--- config.mk ---
export PLATFORM = sky130hd
export DESIGN_NAME = arb_grant_mux_flat
export DESIGN_NICKNAME = d
export VERILOG_FILES = /design/src/rtl/arb_grant_mux_if.sv /design/src/rtl/arb_grant_mux.sv /design/src/flat_wrapper.sv
export SDC_FILE = /design/constraint.sdc
export NUM_CORES = 1
export LEC_CHECK = 0
export CAP_MARGIN = 20
export CORE_MARGIN = 2
export CORE_UTILIZATION = 25
export DETAILED_ROUTE_END_ITERATION = 8
export PLACE_DENSITY = 0.66
export SYNTH_ARGS = -nofsm -noshare
export SYNTH_HDL_FRONTEND = slang
export SYNTH_SLANG_ARGS = --single-unit
--- constraint.sdc ---
create_clock -name clk -period 8.42 [get_ports clk]
set_input_delay 1.263 -clock clk [delete_from_list [all_inputs] [get_ports clk]]
set_output_delay 1.263 -clock clk [all_outputs]
set_load 0.005 [all_outputs]
--- src/rtl/arb_grant_mux_if.sv ---
// Bundle between cores, arbiter, shared memory and the grant mux.
// master: core/arbiter/memory side; slave: the arb_grant_mux itself.
interface arb_grant_mux_if #(
    parameter int NUM_CORES = 4,
    parameter int ADDR_W    = 32,
    parameter int DATA_W    = 32
);
    logic [NUM_CORES-1:0]        req;
    logic [NUM_CORES-1:0]        grant;
    logic [NUM_CORES*ADDR_W-1:0] core_addr;
    logic [NUM_CORES-1:0]        core_we;
    logic [NUM_CORES*DATA_W-1:0] core_wdata;
    logic [NUM_CORES-1:0]        core_ack;
    logic [DATA_W-1:0]           core_rdata;
    logic                        busy;
    logic                        mem_valid;
    logic                        mem_ready;
    logic [ADDR_W-1:0]           mem_addr;
    logic                        mem_we;
    logic [DATA_W-1:0]           mem_wdata;
    logic                        mem_rvalid;
    logic [DATA_W-1:0]           mem_rdata;
    logic                        grant_err;

    modport master (
        output req, grant, core_addr, core_we, core_wdata,
        output mem_ready, mem_rvalid, mem_rdata,
        input  core_ack, core_rdata, busy,
        input  mem_valid, mem_addr, mem_we, mem_wdata, grant_err
    );

    modport slave (
        input  req, grant, core_addr, core_we, core_wdata,
        input  mem_ready, mem_rvalid, mem_rdata,
        output core_ack, core_rdata, busy,
        output mem_valid, mem_addr, mem_we, mem_wdata, grant_err
    );
endinterface

--- src/rtl/arb_grant_mux.sv ---
// Grant mux: latches the granted core as owner, forwards its transaction
// to the shared memory port and returns ack/rdata to that core.
// Ports: clk, rst (async, active-high), bus (arb_grant_mux_if.slave):
//   req/grant/core_* from cores+arbiter, core_ack/core_rdata/busy back,
//   mem_* to/from shared memory, grant_err protocol flag.
// Option: define ARB_GRANT_CHECK_EN to enable the sticky grant_err check;
//   otherwise grant_err is tied 0.
module arb_grant_mux #(
    parameter int NUM_CORES = 4,
    parameter int ADDR_W    = 32,
    parameter int DATA_W    = 32
) (
    input logic            clk,
    input logic            rst,
    arb_grant_mux_if.slave bus
);
    localparam int OW = (NUM_CORES > 1) ? $clog2(NUM_CORES) : 1;

    typedef enum logic [1:0] {
        IDLE  = 2'd0,
        ISSUE = 2'd1,
        WAIT  = 2'd2,
        RESP  = 2'd3
    } state_t;

    state_t               r_state;
    logic [OW-1:0]        r_owner;
    logic [NUM_CORES-1:0] r_core_ack;
    logic [DATA_W-1:0]    r_core_rdata;
    logic                 r_busy;
    logic                 r_mem_valid;
    logic [ADDR_W-1:0]    r_mem_addr;
    logic                 r_mem_we;
    logic [DATA_W-1:0]    r_mem_wdata;

    logic [NUM_CORES-1:0] w_qual;
    logic                 w_hit;
    logic [OW-1:0]        w_idx;
    logic [NUM_CORES-1:0] w_ack_vec;

    // Descending scan so the lowest qualified index wins.
    always_comb begin
        w_qual = bus.grant & bus.req;
        w_hit  = 1'b0;
        w_idx  = '0;
        for (int i = NUM_CORES - 1; i >= 0; i--) begin
            if (w_qual[i]) begin
                w_hit = 1'b1;
                w_idx = OW'(i);
            end
        end
        w_ack_vec = NUM_CORES'(1) << r_owner;
    end

    always_ff @(posedge clk or posedge rst) begin
        if (rst) begin
            r_state      <= IDLE;
            r_owner      <= '0;
            r_core_ack   <= '0;
            r_core_rdata <= '0;
            r_busy       <= 1'b0;
            r_mem_valid  <= 1'b0;
            r_mem_addr   <= '0;
            r_mem_we     <= 1'b0;
            r_mem_wdata  <= '0;
        end else begin
            unique case (r_state)
                IDLE: begin
                    if (w_hit) begin
                        r_owner     <= w_idx;
                        r_mem_addr  <= bus.core_addr[w_idx*ADDR_W +: ADDR_W];
                        r_mem_we    <= bus.core_we[w_idx];
                        r_mem_wdata <= bus.core_wdata[w_idx*DATA_W +: DATA_W];
                        r_mem_valid <= 1'b1;
                        r_busy      <= 1'b1;
                        r_state     <= ISSUE;
                    end
                end
                ISSUE: begin
                    if (bus.mem_ready) begin
                        r_mem_valid <= 1'b0;
                        if (r_mem_we) begin
                            r_core_rdata <= '0;
                            r_core_ack   <= w_ack_vec;
                            r_state      <= RESP;
                        end else begin
                            r_state <= WAIT;
                        end
                    end
                end
                WAIT: begin
                    if (bus.mem_rvalid) begin
                        r_core_rdata <= bus.mem_rdata;
                        r_core_ack   <= w_ack_vec;
                        r_state      <= RESP;
                    end
                end
                RESP: begin
                    r_core_ack <= '0;
                    r_busy     <= 1'b0;
                    r_state    <= IDLE;
                end
                default: r_state <= IDLE;
            endcase
        end
    end

    assign bus.core_ack   = r_core_ack;
    assign bus.core_rdata = r_core_rdata;
    assign bus.busy       = r_busy;
    assign bus.mem_valid  = r_mem_valid;
    assign bus.mem_addr   = r_mem_addr;
    assign bus.mem_we     = r_mem_we;
    assign bus.mem_wdata  = r_mem_wdata;

`ifdef ARB_GRANT_CHECK_EN
    logic r_grant_err;
    logic r_after_resp;
    logic w_multi;
    logic w_unreq;
    logic w_busy_g;

    // The idle cycle right after RESP may still see the arbiter's grant
    // for a requester that has just dropped req; that is legal.
    always_comb begin
        w_multi  = |(bus.grant & (bus.grant - NUM_CORES'(1)));
        w_unreq  = (r_state == IDLE) && !r_after_resp
                   && |(bus.grant & ~bus.req);
        w_busy_g = ((r_state == ISSUE) || (r_state == WAIT))
                   && |bus.grant;
    end

    always_ff @(posedge clk or posedge rst) begin
        if (rst) begin
            r_grant_err  <= 1'b0;
            r_after_resp <= 1'b0;
        end else begin
            r_after_resp <= (r_state == RESP);
            if (w_multi || w_unreq || w_busy_g)
                r_grant_err <= 1'b1;
        end
    end

    assign bus.grant_err = r_grant_err;
`else
    assign bus.grant_err = 1'b0;
`endif
endmodule

--- src/flat_wrapper.sv ---
// flat-port wrapper written by rule: the top's interface ports become plain ports
module arb_grant_mux_flat 
#(
    parameter int NUM_CORES = 4,
    parameter int ADDR_W    = 32,
    parameter int DATA_W    = 32
)
  (clk, rst, bus_req, bus_grant, bus_core_addr, bus_core_we, bus_core_wdata, bus_mem_ready, bus_mem_rvalid, bus_mem_rdata, bus_core_ack, bus_core_rdata, bus_busy, bus_mem_valid, bus_mem_addr, bus_mem_we, bus_mem_wdata, bus_grant_err);
  arb_grant_mux_if #(.NUM_CORES(NUM_CORES), .ADDR_W(ADDR_W), .DATA_W(DATA_W)) bus_i ();
  input logic clk;
  input logic rst;
  input wire logic [$bits(bus_i.req)-1:0] bus_req;
  input wire logic [$bits(bus_i.grant)-1:0] bus_grant;
  input wire logic [$bits(bus_i.core_addr)-1:0] bus_core_addr;
  input wire logic [$bits(bus_i.core_we)-1:0] bus_core_we;
  input wire logic [$bits(bus_i.core_wdata)-1:0] bus_core_wdata;
  input wire logic [$bits(bus_i.mem_ready)-1:0] bus_mem_ready;
  input wire logic [$bits(bus_i.mem_rvalid)-1:0] bus_mem_rvalid;
  input wire logic [$bits(bus_i.mem_rdata)-1:0] bus_mem_rdata;
  output wire logic [$bits(bus_i.core_ack)-1:0] bus_core_ack;
  output wire logic [$bits(bus_i.core_rdata)-1:0] bus_core_rdata;
  output wire logic [$bits(bus_i.busy)-1:0] bus_busy;
  output wire logic [$bits(bus_i.mem_valid)-1:0] bus_mem_valid;
  output wire logic [$bits(bus_i.mem_addr)-1:0] bus_mem_addr;
  output wire logic [$bits(bus_i.mem_we)-1:0] bus_mem_we;
  output wire logic [$bits(bus_i.mem_wdata)-1:0] bus_mem_wdata;
  output wire logic [$bits(bus_i.grant_err)-1:0] bus_grant_err;
  assign bus_i.req = bus_req;
  assign bus_i.grant = bus_grant;
  assign bus_i.core_addr = bus_core_addr;
  assign bus_i.core_we = bus_core_we;
  assign bus_i.core_wdata = bus_core_wdata;
  assign bus_i.mem_ready = bus_mem_ready;
  assign bus_i.mem_rvalid = bus_mem_rvalid;
  assign bus_i.mem_rdata = bus_mem_rdata;
  assign bus_core_ack = bus_i.core_ack;
  assign bus_core_rdata = bus_i.core_rdata;
  assign bus_busy = bus_i.busy;
  assign bus_mem_valid = bus_i.mem_valid;
  assign bus_mem_addr = bus_i.mem_addr;
  assign bus_mem_we = bus_i.mem_we;
  assign bus_mem_wdata = bus_i.mem_wdata;
  assign bus_grant_err = bus_i.grant_err;
  arb_grant_mux #(.NUM_CORES(NUM_CORES), .ADDR_W(ADDR_W), .DATA_W(DATA_W)) u_core (.clk(clk), .rst(rst), .bus(bus_i));
endmodule
==> results by group, run 1 <==
STA
  • Final setup fails: 0
  • Period utilization: 45.4%
  • RSZ-0062 raised after global routing: false
  • Pins Over Slew Limit: 0
  • Fin Hold WS: ~0.51 ns
  • Maximum clock frequency: 262 MHz
  • Max transition margin: roughly two fifths
  • Clock Skew: 0.0136 ns
  • Pin slew with the least headroom to its limit: between 0.8 and 0.9 ns
  • Final min period: about 3.8 ns
  • Sum Neg Setup Slack: 0 ns
  • Final Hold Fails: 0

Drt
  • Number of remaining DRC errors: 0
  • Final ANT Viol Nets: 0
  • First-iteration detailed-routing DRC count: around 390
  • Drt wl/cell: 19.5 um
  • Pre-antenna DRT Iters: 5
  • Vias after detailed routing: around 6.4k
  • Post-Route WL: approximately 25000 um
  • Vias per inst: 5.03

Worst setup path
  • CP top delay family: buffers and inverters
  • Crit path max-delay cell type: buf_4
  • Crit. path cell count: 7
  • Largest stage delay on the critical path: ~0.69 ns
  • Crit path cell chain: clkdlybuf4s50_1, and2_4, nor2_4, o21a_4, buf_4, mux2i_1, o21ai_1
  • Worst EP required: 8.66 ns
  • Crit path DAT: just over 4 ns
  • Worst setup SP type: input pin
  • Worst-path maximum fanout: 66
  • Worst path bufs/invs: 2
  • R2r worst-path depth: 7
  • Kind of end point of the critical path: flip-flop
  • Crit path kind: input pin to flip-flop

Final layout
  • FILL cells: ~2.3k
  • Diode count: 0
  • Nets: ~1.3k
  • Layout cells sized above 1: around 4.3%
  • Synthesis-to-layout area growth: 75.8%
  • Post-route cell area: roughly 0.011 sq mm

Yosys
  • Commonest cells post-synth: dfrtp_1 (107), nand2_1 (74), a22oi_1 (66)
  • Post-Synth XOR/XNOR Area: 0%
  • Cells after synthesis: slightly below 600
  • Mux contribution to synthesized area: about an eighth
  • Syn_nets: approximately 890
  • Async S/R FF share, synth: 100%
  • EDFF count, synth: 0
  • Post-Synth Adder-Cell Area: about 1.0%
  • Compound-Gate Fraction of Synth Area: 30.4%
  • Mean Syn Cell Area: 10.4 sq um
  • Cell accounting for the most synthesized area: dfrtp_1
  • Simple-gate share of the synthesized area: under 10%
  • Post-Syn Area: 0.00601 sq mm
  • Seq/Total Area, Yosys: between 40% and 50%
  • Synth area leaders: dfrtp_1 (45%), a221o_1 (11%), mux2i_1 (11%)
  • Synth cell types: 32
  • Flops & latches, synth: ~110
  • Largest family of logic cells by synthesized area: compound AO/OA/AOI/OAI gates
  • Most common cell in the synthesized netlist: dfrtp_1
  • Main flop type after synthesis: dfrtp_1
  • Syn. warnings: 0
  • Top cell type's share of synthesized area: between 40% and 50%

Placed design
  • Final Wtd Congestion: slightly above 0.8
  • I/O Buffers: about 400
  • Final HPWL from detailed placement: roughly 18000 um
  • Placed cell areas: between 0.01 and 0.015 sq mm

Hold path
  • Worst hold path type: flip-flop to flip-flop
  • Worst hold stages: 1

Clocking
  • Clk root buf: clkbuf_16
  • CTS buffer count: 9
  • Worst-Skew Late Latency: around 0.36 ns
  • Clk sinks: 107
  • Longest Clk Path Bufs: 2
  • H-Tree Depth: 3
  • Clk slew on worst S/H paths: roughly 0.080 ns
  • CTS hold repair buffers: 0
  • Post-CTS Resized: 0
  • Setup Buffers After CTS: 0
  • CTS tree: done

Global routing
  • Largest net degree at the start of global routing: a little over 70
  • Total grt overflow: 0
  • Total GRT Usage: around a fifth
  • Vias in the first global route: 6564
  • Wire length of the first global-routing pass: 37700 um
  • Initial antenna violation count: 0

Power
  • Pwr Density: roughly 270 mW/mm^2
  • P_leak: 4.18 nW
  • Maximum VDD drop: ~0.00019 V

Floorplanning
  • Die height: around 160 um
  • Core box area: 0.0235 sq mm
  • Die X: 159 um
  • I/O pin cnt: 408
  • Initial Util: around a quarter
  • Die ar.: 0.0253 sq mm
  • Site Rows: between 50 and 60

Job
  • Maxcap violations: 0

Outcome
  • Status: finished clean
==> worst register-to-register path: cells and delay by family, from the launching register on <==
kind / cells / cell delay, ns
AOI/OAI and AO/OA: 2 / 0.37
adders and majority gates: 1 / 0.19
buffers and inverters: 3 / 1.21
DFF: 1 / 0.44
and+or+nand+nor: 1 / 0.63
==> metrics by stage <==
step | utilization [%] | power [W] | instances | setup WS (ns)
2_1_floorplan | - | 0.00159 | 578 | 4.34
5_1_grt | 44.9 | 0.00305 | 1270 | 4.42
6_report | 44.9 | 0.00286 | 1270 | 4.60
3_3_place_gp | 43.5 | 0.00240 | 1254 | 4.16
3_5_place_dp | 43.5 | 0.00242 | 1254 | 4.14
4_1_cts | 44.9 | 0.00290 | 1270 | 4.52
==> sequential cells by signal (all words and copies together), names as in the netlist <==
name,count
u_core.bus.busy,1
u_core.bus.core_ack,4
u_core.bus.core_rdata,32
u_core.bus.mem_addr,32
u_core.bus.mem_valid,1
u_core.bus.mem_wdata,32
u_core.bus.mem_we,1
u_core.r_owner,2
u_core.r_state,2
==> placed cells by master (no fill, tap or decap), types with 2 or more instances in the layout <==
| cell | synthesis | final |
|---|---|---|
| a21oi_1 | 3 | 3 |
| a221o_1 | 65 | 65 |
| a22o_1 | 32 | 32 |
| a22oi_1 | 66 | 66 |
| and2_1 | 2 | 2 |
| buf_4 | 7 | 9 |
| clkbuf_16 | 0 | 9 |
| clkdlybuf4s50_1 | 0 | 406 |
| clkinv_8 | 0 | 2 |
| dfrtp_1 | 107 | 107 |
| ha_1 | 5 | 4 |
| inv_1 | 7 | 6 |
| inv_6 | 0 | 2 |
| mux2_2 | 6 | 6 |
| mux2i_1 | 65 | 65 |
| nand2_1 | 74 | 72 |
| nand2_2 | 0 | 2 |
| nor2_1 | 4 | 3 |
| nor3b_1 | 3 | 2 |
| o21ai_0 | 17 | 17 |
| o21ai_1 | 52 | 51 |
| o31ai_1 | 2 | 2 |
==> metal layers <==
metal	wire [um]	vias to the layer above	GRT usage, %
met4	718	0	6.74
met3	1730	39	4.61
li1	-	2978	-
met2	12300	288	32.5
met5	0	-	0
met1	10100	3086	22.7
==> where the power goes <==
group	internal [W]	switching, W
sequential	0.000766	0.000157
combinational	0.000855	0.000621
clock	0.000240	0.000225
==> path summary, 6_finish.rpt <==
check	startpoint	to	slack, ns
max in group asynchronous	rst	u_core.bus.mem_we$_DFFE_PP0P_	5.81
min in group asynchronous	rst	u_core.bus.core_rdata[29]$_DFFE_PP0P_	1.41
worst min register to register	u_core.bus.core_rdata[16]$_DFFE_PP0P_	u_core.bus.core_rdata[16]$_DFFE_PP0P_	0.51
worst max register to register	u_core.r_state[0]$_DFFE_PP0P_	u_core.bus.mem_wdata[21]$_DFFE_PP0P_	5.48
worst min-delay path	u_core.bus.core_rdata[16]$_DFFE_PP0P_	u_core.bus.core_rdata[16]$_DFFE_PP0P_	0.51
worst max-delay path	bus_grant[2]	u_core.bus.mem_addr[5]$_DFFE_PP0P_	4.60
==> cell type report <==
type | instances | area, sq um | share of cell area (%)
well taps | 319 | 399 | 3.78
flip-flops and latches | 107 | 2680 | 25.3
inverters | 7 | 28.8 | 0.272
clock inverters | 7 | 96.3 | 0.912
multi-input cells | 406 | 3010 | 28.5
repair buffers | 415 | 4130 | 39.1
clock buffers | 9 | 225 | 2.13
==> cells by family (layout without fill, tap and decap cells) <==
logic type,after synthesis,after routing
other,1,1
DFF,107,107
AOI/OAI and AO/OA,240,240
adders and majority gates,5,5
muxes,71,71
and+or+nand+nor,89,89
buffers and inverters,65,438
Note: power is estimated with default switching activity, not from simulation.
==> run 2, diff against run 1 <==
Settings changed: PLACE_DENSITY 0.66 to 0.68.
Clock period 8.42 ns to 3.32 ns, I/O delays scaled along.
==> run 2 against run 1 <==
- count of clock-buffer cells in the layout is the same
- critical path depth unchanged
- clock skew rose by 0.00092 ns
- critical path type unchanged
==> results by group, run 2 (synthesis results as in run 1) <==
Clocking
  • Clk slew on worst S/H paths: ~0.08 ns
  • Setup Buffers After CTS: 0
  • Post-CTS Resized: 0
  • Longest Clk Path Bufs: 2
  • CTS buffer count: 9
  • Worst-Skew Late Latency: approximately 0.37 ns
  • CTS tree: done
  • Clk sinks: between 100 and 150
  • H-Tree Depth: 3
  • Clk root buf: clkbuf_16
  • CTS hold repair buffers: 0

Final layout
  • Commonest cells after routing, fill and taps aside: clkdlybuf4s50_1 (406), dfrtp_1 (107), nand2_1 (72)
  • Layout cells sized above 1: roughly 5.0%
  • Finished Layout Cells: roughly 1.3k
  • Synthesis-to-layout area growth: 77.1%
  • FILL cells: about 2.3k
  • Nets: 1262
  • Post-route cell area: 0.0106 sq mm
  • Combined area of the multi-input logic cells: about 0.003 sq mm
  • Storage element area: about 0.0027 sq mm
  • Most common cell after layout, fill and taps aside: clkdlybuf4s50_1

Drt
  • DR top layer: met5
  • First-iteration detailed-routing DRC count: 433
  • Post-Route WL: 25200 um
  • WL met3: between 1500 and 2000 um
  • Vias per inst: roughly 5.0
  • Final ANT Viol Nets: 0
  • Drt wl/cell: between 15 and 20 um
  • WL met1: approximately 11000 um
  • Pre-antenna DRT Iters: 4
  • Vias after detailed routing: about 6.4k
  • Met2 wire len: roughly 12000 um
  • Number of remaining DRC errors: 0

Power
  • P_leak: between 4 and 5 nW
  • Power after layout: 0.00730 W
  • Maximum VDD drop: roughly 0.00033 V
  • Pwr Density: between 600 and 700 mW/mm^2

Placed design
  • Final Wtd Congestion: about 0.84
  • Final HPWL from detailed placement: approximately 18000 um
  • Placed Cells: approximately 1.3k
  • I/O Buffers: between 400 and 500
  • Placed cell areas: ~0.010 sq mm
  • Place WS: just under 0.5 ns

Floorplanning
  • Die X: around 160 um
  • I/O pin cnt: between 400 and 500
  • Site Rows: 56
  • Initial Util: between 20% and 30%
  • Die height: ~160 um
  • Core box area: 0.0235 sq mm
  • Die ar.: about 0.025 sq mm

Global routing
  • Vias in the first global route: approximately 6.6k
  • Wire length of the first global-routing pass: ~39000 um
  • Largest net degree at the start of global routing: between 60 and 70
  • Total GRT Usage: 19.4%
  • Total grt overflow: 0
  • Initial antenna violation count: 2

STA
  • RSZ-0062 raised after global routing: false
  • Fin worst setup slack: about 0.90 ns
  • Max transition margin: ~42%
  • Final setup fails: 0
  • Clock Skew: 0.0146 ns
  • Period utilization: 72.8%
  • Sum Neg Setup Slack: 0 ns
  • Maximum clock frequency: 414 MHz
  • Pin slew with the least headroom to its limit: slightly below 0.9 ns
  • Final min period: roughly 2.4 ns
  • Final Hold Fails: 0
  • Pins Over Slew Limit: 0

Hold path
  • Worst hold path type: input pin to asynchronous set/reset pin

Outcome
  • Status: finished clean

Worst setup path
  • Worst setup SP type: input pin
  • Worst EP required: 3.56 ns
  • Crit path kind: input pin to flip-flop
  • Kind of end point of the critical path: flip-flop
  • Worst-path maximum fanout: 41
  • R2r worst-path depth: 6
  • Crit path DAT: roughly 2.7 ns

Job
  • Maxcap violations: 0
==> run 2: changes by cell type in the layout (fill, tap and decap cells not counted), sizes merged <==
cell    before  now
buf          9   16
bufinv       1    0
diode        0    1
inv         10   11
==> run 2: worst paths after layout <==
check | end | slack [ns] | start
hold / removal | u_core.bus.mem_addr[13]$_DFFE_PP0P_ | 0.43 | rst
hold reg to reg | u_core.bus.core_rdata[29]$_DFFE_PP0P_ | 0.51 | u_core.bus.core_rdata[29]$_DFFE_PP0P_
setup / recovery | u_core.bus.mem_wdata[26]$_DFFE_PP0P_ | 0.90 | bus_grant[2]
max in group asynchronous | u_core.bus.mem_wdata[9]$_DFFE_PP0P_ | 2.18 | rst
min in group clk | u_core.bus.core_rdata[29]$_DFFE_PP0P_ | 0.51 | u_core.bus.core_rdata[29]$_DFFE_PP0P_
setup reg to reg | u_core.bus.mem_addr[22]$_DFFE_PP0P_ | 1.21 | u_core.r_state[0]$_DFFE_PP0P_
==> run 2: layout make-up <==
| cell class | count | share of cell area (%) |
|---|---|---|
| Sequential cell | 107 | 25.2 |
| Clock buffer | 9 | 2.12 |
| Inverter | 7 | 0.270 |
| Antenna cell | 1 | 0.0235 |
| Clock inverter | 7 | 0.976 |
| Timing Repair Buffer | 422 | 39.4 |
| Multi-Input combinational cell | 406 | 28.3 |
| Tap cell | 319 | 3.75 |
==> run 2: per-layer routing <==
| layer | vias up | GRT usage, % |
|---|---|---|
| li1 | 2989 | - |
| met1 | 3090 | 24.1 |
| met2 | 272 | 33.0 |
| met3 | 37 | 4.25 |
| met4 | 2 | 7.27 |
| met5 | - | 0 |
==> run 2: metrics by stage <==
stage / hold WS, ns / util (%)
2_1_floorplan: 0.490 / -
3_3_place_gp: 0.489 / 43.8
3_5_place_dp: 0.490 / 43.8
4_1_cts: 0.419 / 45.2
5_1_grt: 0.444 / 45.2
6_report: 0.430 / 45.2
==> run 2: power by group <==
part | switching [W] | leakage, nW | internal, W
Combinational | 0.00161 | 2.74 | 0.00218
Sequential | 0.000380 | 1.32 | 0.00194
Clock | 0.000622 | 0.158 | 0.000561
==> run 2: worst max-delay path: stages <==
cell and delay [ns]:
clkdlybuf4s50_1 0.47, and2_4 0.20, nor2_4 0.11, o21a_4 0.65
buf_4 0.37, mux2i_1 0.24, o21ai_1 0.08
==> run 3, diff against run 2 <==
Clock period 3.32 ns to 2.1 ns, I/O delays scaled along.
==> run 3 against run 2 <==
- non-clock buffer count increased by 17
- register-to-register slack got worse by 1.1 ns
- largest power group unchanged
- critical endpoint is now u_core.bus.core_ack[3]$_DFFE_PP0P_
- clock power increased by 50%
- largest cell class unchanged
==> results by group, run 3 (synthesis results as in run 1) <==
Outcome
  • Status: finished clean

Worst setup path
  • Crit path DAT: around 2.2 ns
  • Worst EP required: between 2 and 2.5 ns
  • Kind of end point of the critical path: flip-flop
  • CP dominant cell by count: inv_1
  • Crit path max-delay cell type: dfrtp_1
  • Largest stage delay on the critical path: roughly 0.42 ns
  • Worst-path maximum fanout: 5
  • Crit path cell chain: inv_1, ha_1, inv_1, o22a_1, o21ai_0, nor2_1, mux2_2
  • CP top delay family: flip-flops
  • Worst setup SP type: flip-flop
  • Worst path bufs/invs: 2
  • Crit path kind: flip-flop to flip-flop

Floorplanning
  • Core box area: about 0.024 sq mm
  • Site Rows: between 50 and 60
  • Die ar.: approximately 0.025 sq mm
  • Die X: around 160 um
  • Die height: about 160 um
  • I/O pin cnt: 408
  • Initial Util: between 20% and 30%

Drt
  • Pre-antenna DRT Iters: 5
  • Number of remaining DRC errors: 0
  • Drt wl/cell: around 19 um
  • Post-Route WL: ~25000 um
  • Vias per inst: 4.96
  • Final ANT Viol Nets: 0
  • First-iteration detailed-routing DRC count: 372
  • Vias after detailed routing: 6420

Clocking
  • Post-CTS Resized: 0
  • CTS buffer count: 9
  • CTS hold repair buffers: 0
  • Worst-Skew Late Latency: around 0.36 ns
  • Setup Buffers After CTS: 0
  • Clk sinks: 107
  • CTS tree: done
  • Longest Clk Path Bufs: 2
  • Clk slew on worst S/H paths: ~0.090 ns
  • H-Tree Depth: 3
  • Clk root buf: clkbuf_16

STA
  • Pins Over Slew Limit: 0
  • RSZ-0062 raised after global routing: false
  • Clock Skew: roughly 0.012 ns
  • Period utilization: between 90 and 100%
  • Sum Neg Setup Slack: 0 ns
  • Final Hold Fails: 0
  • Final setup fails: 0
  • Maximum clock frequency: 515 MHz
  • Final min period: just under 2 ns

Placed design
  • Final Wtd Congestion: between 0.8 and 0.9
  • I/O Buffers: around 410
  • Final HPWL from detailed placement: 19300 um
  • Placed Cells: ~1.3k

Power
  • Pwr Density: approximately 1100 mW/mm^2
  • Net Sw Power: just over 0.004 W
  • Sequential share of power: a little under a third
  • P_leak: between 4 and 5 nW
  • Sw frac: 35.1%
  • Comb power frac: 53.0%
  • Clock Power Share: around 15%
  • Internal power: approximately 0.0075 W
  • Maximum VDD drop: a little over 0.0005 V

Final layout
  • Diode count: 0
  • Commonest cells after routing, fill and taps aside: clkdlybuf4s50_1 (406), dfrtp_1 (107), nand2_1 (72)
  • Synthesis-to-layout area growth: 81.8%
  • Layout cells sized above 1: 6.67%
  • Finished Layout Cells: 1294
  • Nets: 1279
  • Most common cell after layout, fill and taps aside: clkdlybuf4s50_1
  • Final Util: between 40% and 50%

Hold path
  • Worst hold path type: input pin to asynchronous set/reset pin

Global routing
  • Largest net degree at the start of global routing: 66
  • Wire length of the first global-routing pass: slightly below 40000 um
  • Initial antenna violation count: 0
  • Total GRT Usage: between 15 and 20%
  • Total grt overflow: 0
  • Vias in the first global route: ~6.7k

Job
  • Maxcap violations: 0
## run 3: cell count changes in the layout (fill, tap and decap cells not counted)
cell	change
inv_6	+2
buf_12	+15
inv_12	-2
diode_2	-1
buf_4	+2
clkinv_8	-1
clkinvlp_4	+2
clkinv_4	+1
inv_4	-1
inv_8	-1
## run 3: layer usage
metal,part of all wire [%],vias up,GRT usage (%)
li1,-,3032,-
met1,40,3060,23.3
met2,51,294,34.7
met3,6.9,34,4.95
met4,2.9,0,6.74
met5,0,-,0
## run 3: area by class of cell
cell class | count | area (sq um)
clock buffer | 9 | 225
clock inverter | 7 | 77.6
fill | 2292 | 12600
inverter | 7 | 30.0
multi-input combinational | 406 | 3010
sequential | 107 | 2680
tap | 319 | 399
timing repair buffer | 439 | 4510
## run 3: final timing paths
kind / from / endpoint / slack, ns / cells after the start
worst max-delay path: u_core.r_state[1]$_DFFE_PP0P_ / u_core.bus.core_ack[3]$_DFFE_PP0P_ / 0.16 / 7
worst min-delay path: rst / u_core.bus.core_rdata[9]$_DFFE_PP0P_ / 0.30 / 2
worst max register to register: u_core.r_state[1]$_DFFE_PP0P_ / u_core.bus.core_ack[3]$_DFFE_PP0P_ / 0.16 / 7
worst min register to register: u_core.bus.core_rdata[12]$_DFFE_PP0P_ / u_core.bus.core_rdata[12]$_DFFE_PP0P_ / 0.51 / 1
max in group asynchronous: rst / u_core.bus.mem_addr[25]$_DFFE_PP0P_ / 1.18 / 3
min in group clk: u_core.bus.core_rdata[12]$_DFFE_PP0P_ / u_core.bus.core_rdata[12]$_DFFE_PP0P_ / 0.51 / 1
## run 3: worst reg2reg max path: cells and delay by family, from the launching register on
kind	cells	cell delay, ns
flops	1	0.42
mux	1	0.37
compound gates	2	0.33
simple gates	1	0.30
fa+ha+maj	1	0.22
buf+inv	2	0.17
## run 3: power groups by stage
stage	sequential, W	combinational, W	clock (W)
6_report	0.00370	0.00616	0.00177
5_1_grt	0.00382	0.00671	0.00190
4_1_cts	0.00370	0.00624	0.00183
3_5_place_dp	0.00372	0.00624	0
3_3_place_gp	0.00369	0.00612	0
2_1_floorplan	0.00370	0.00268	0
## run 3: metrics by stage
stage | cell area, sq um | hold slack, ns | power, W | setup WS (ns)
2_1_floorplan | 6010 | 0.448 | 0.00638 | 0.410
3_3_place_gp | 10600 | 0.489 | 0.00981 | 0.0278
3_5_place_dp | 10600 | 0.490 | 0.00996 | -0.0417
4_1_cts | 10900 | 0.289 | 0.0118 | 0.138
5_1_grt | 10900 | 0.325 | 0.0124 | 0.00665
6_report | 10900 | 0.298 | 0.0116 | 0.158
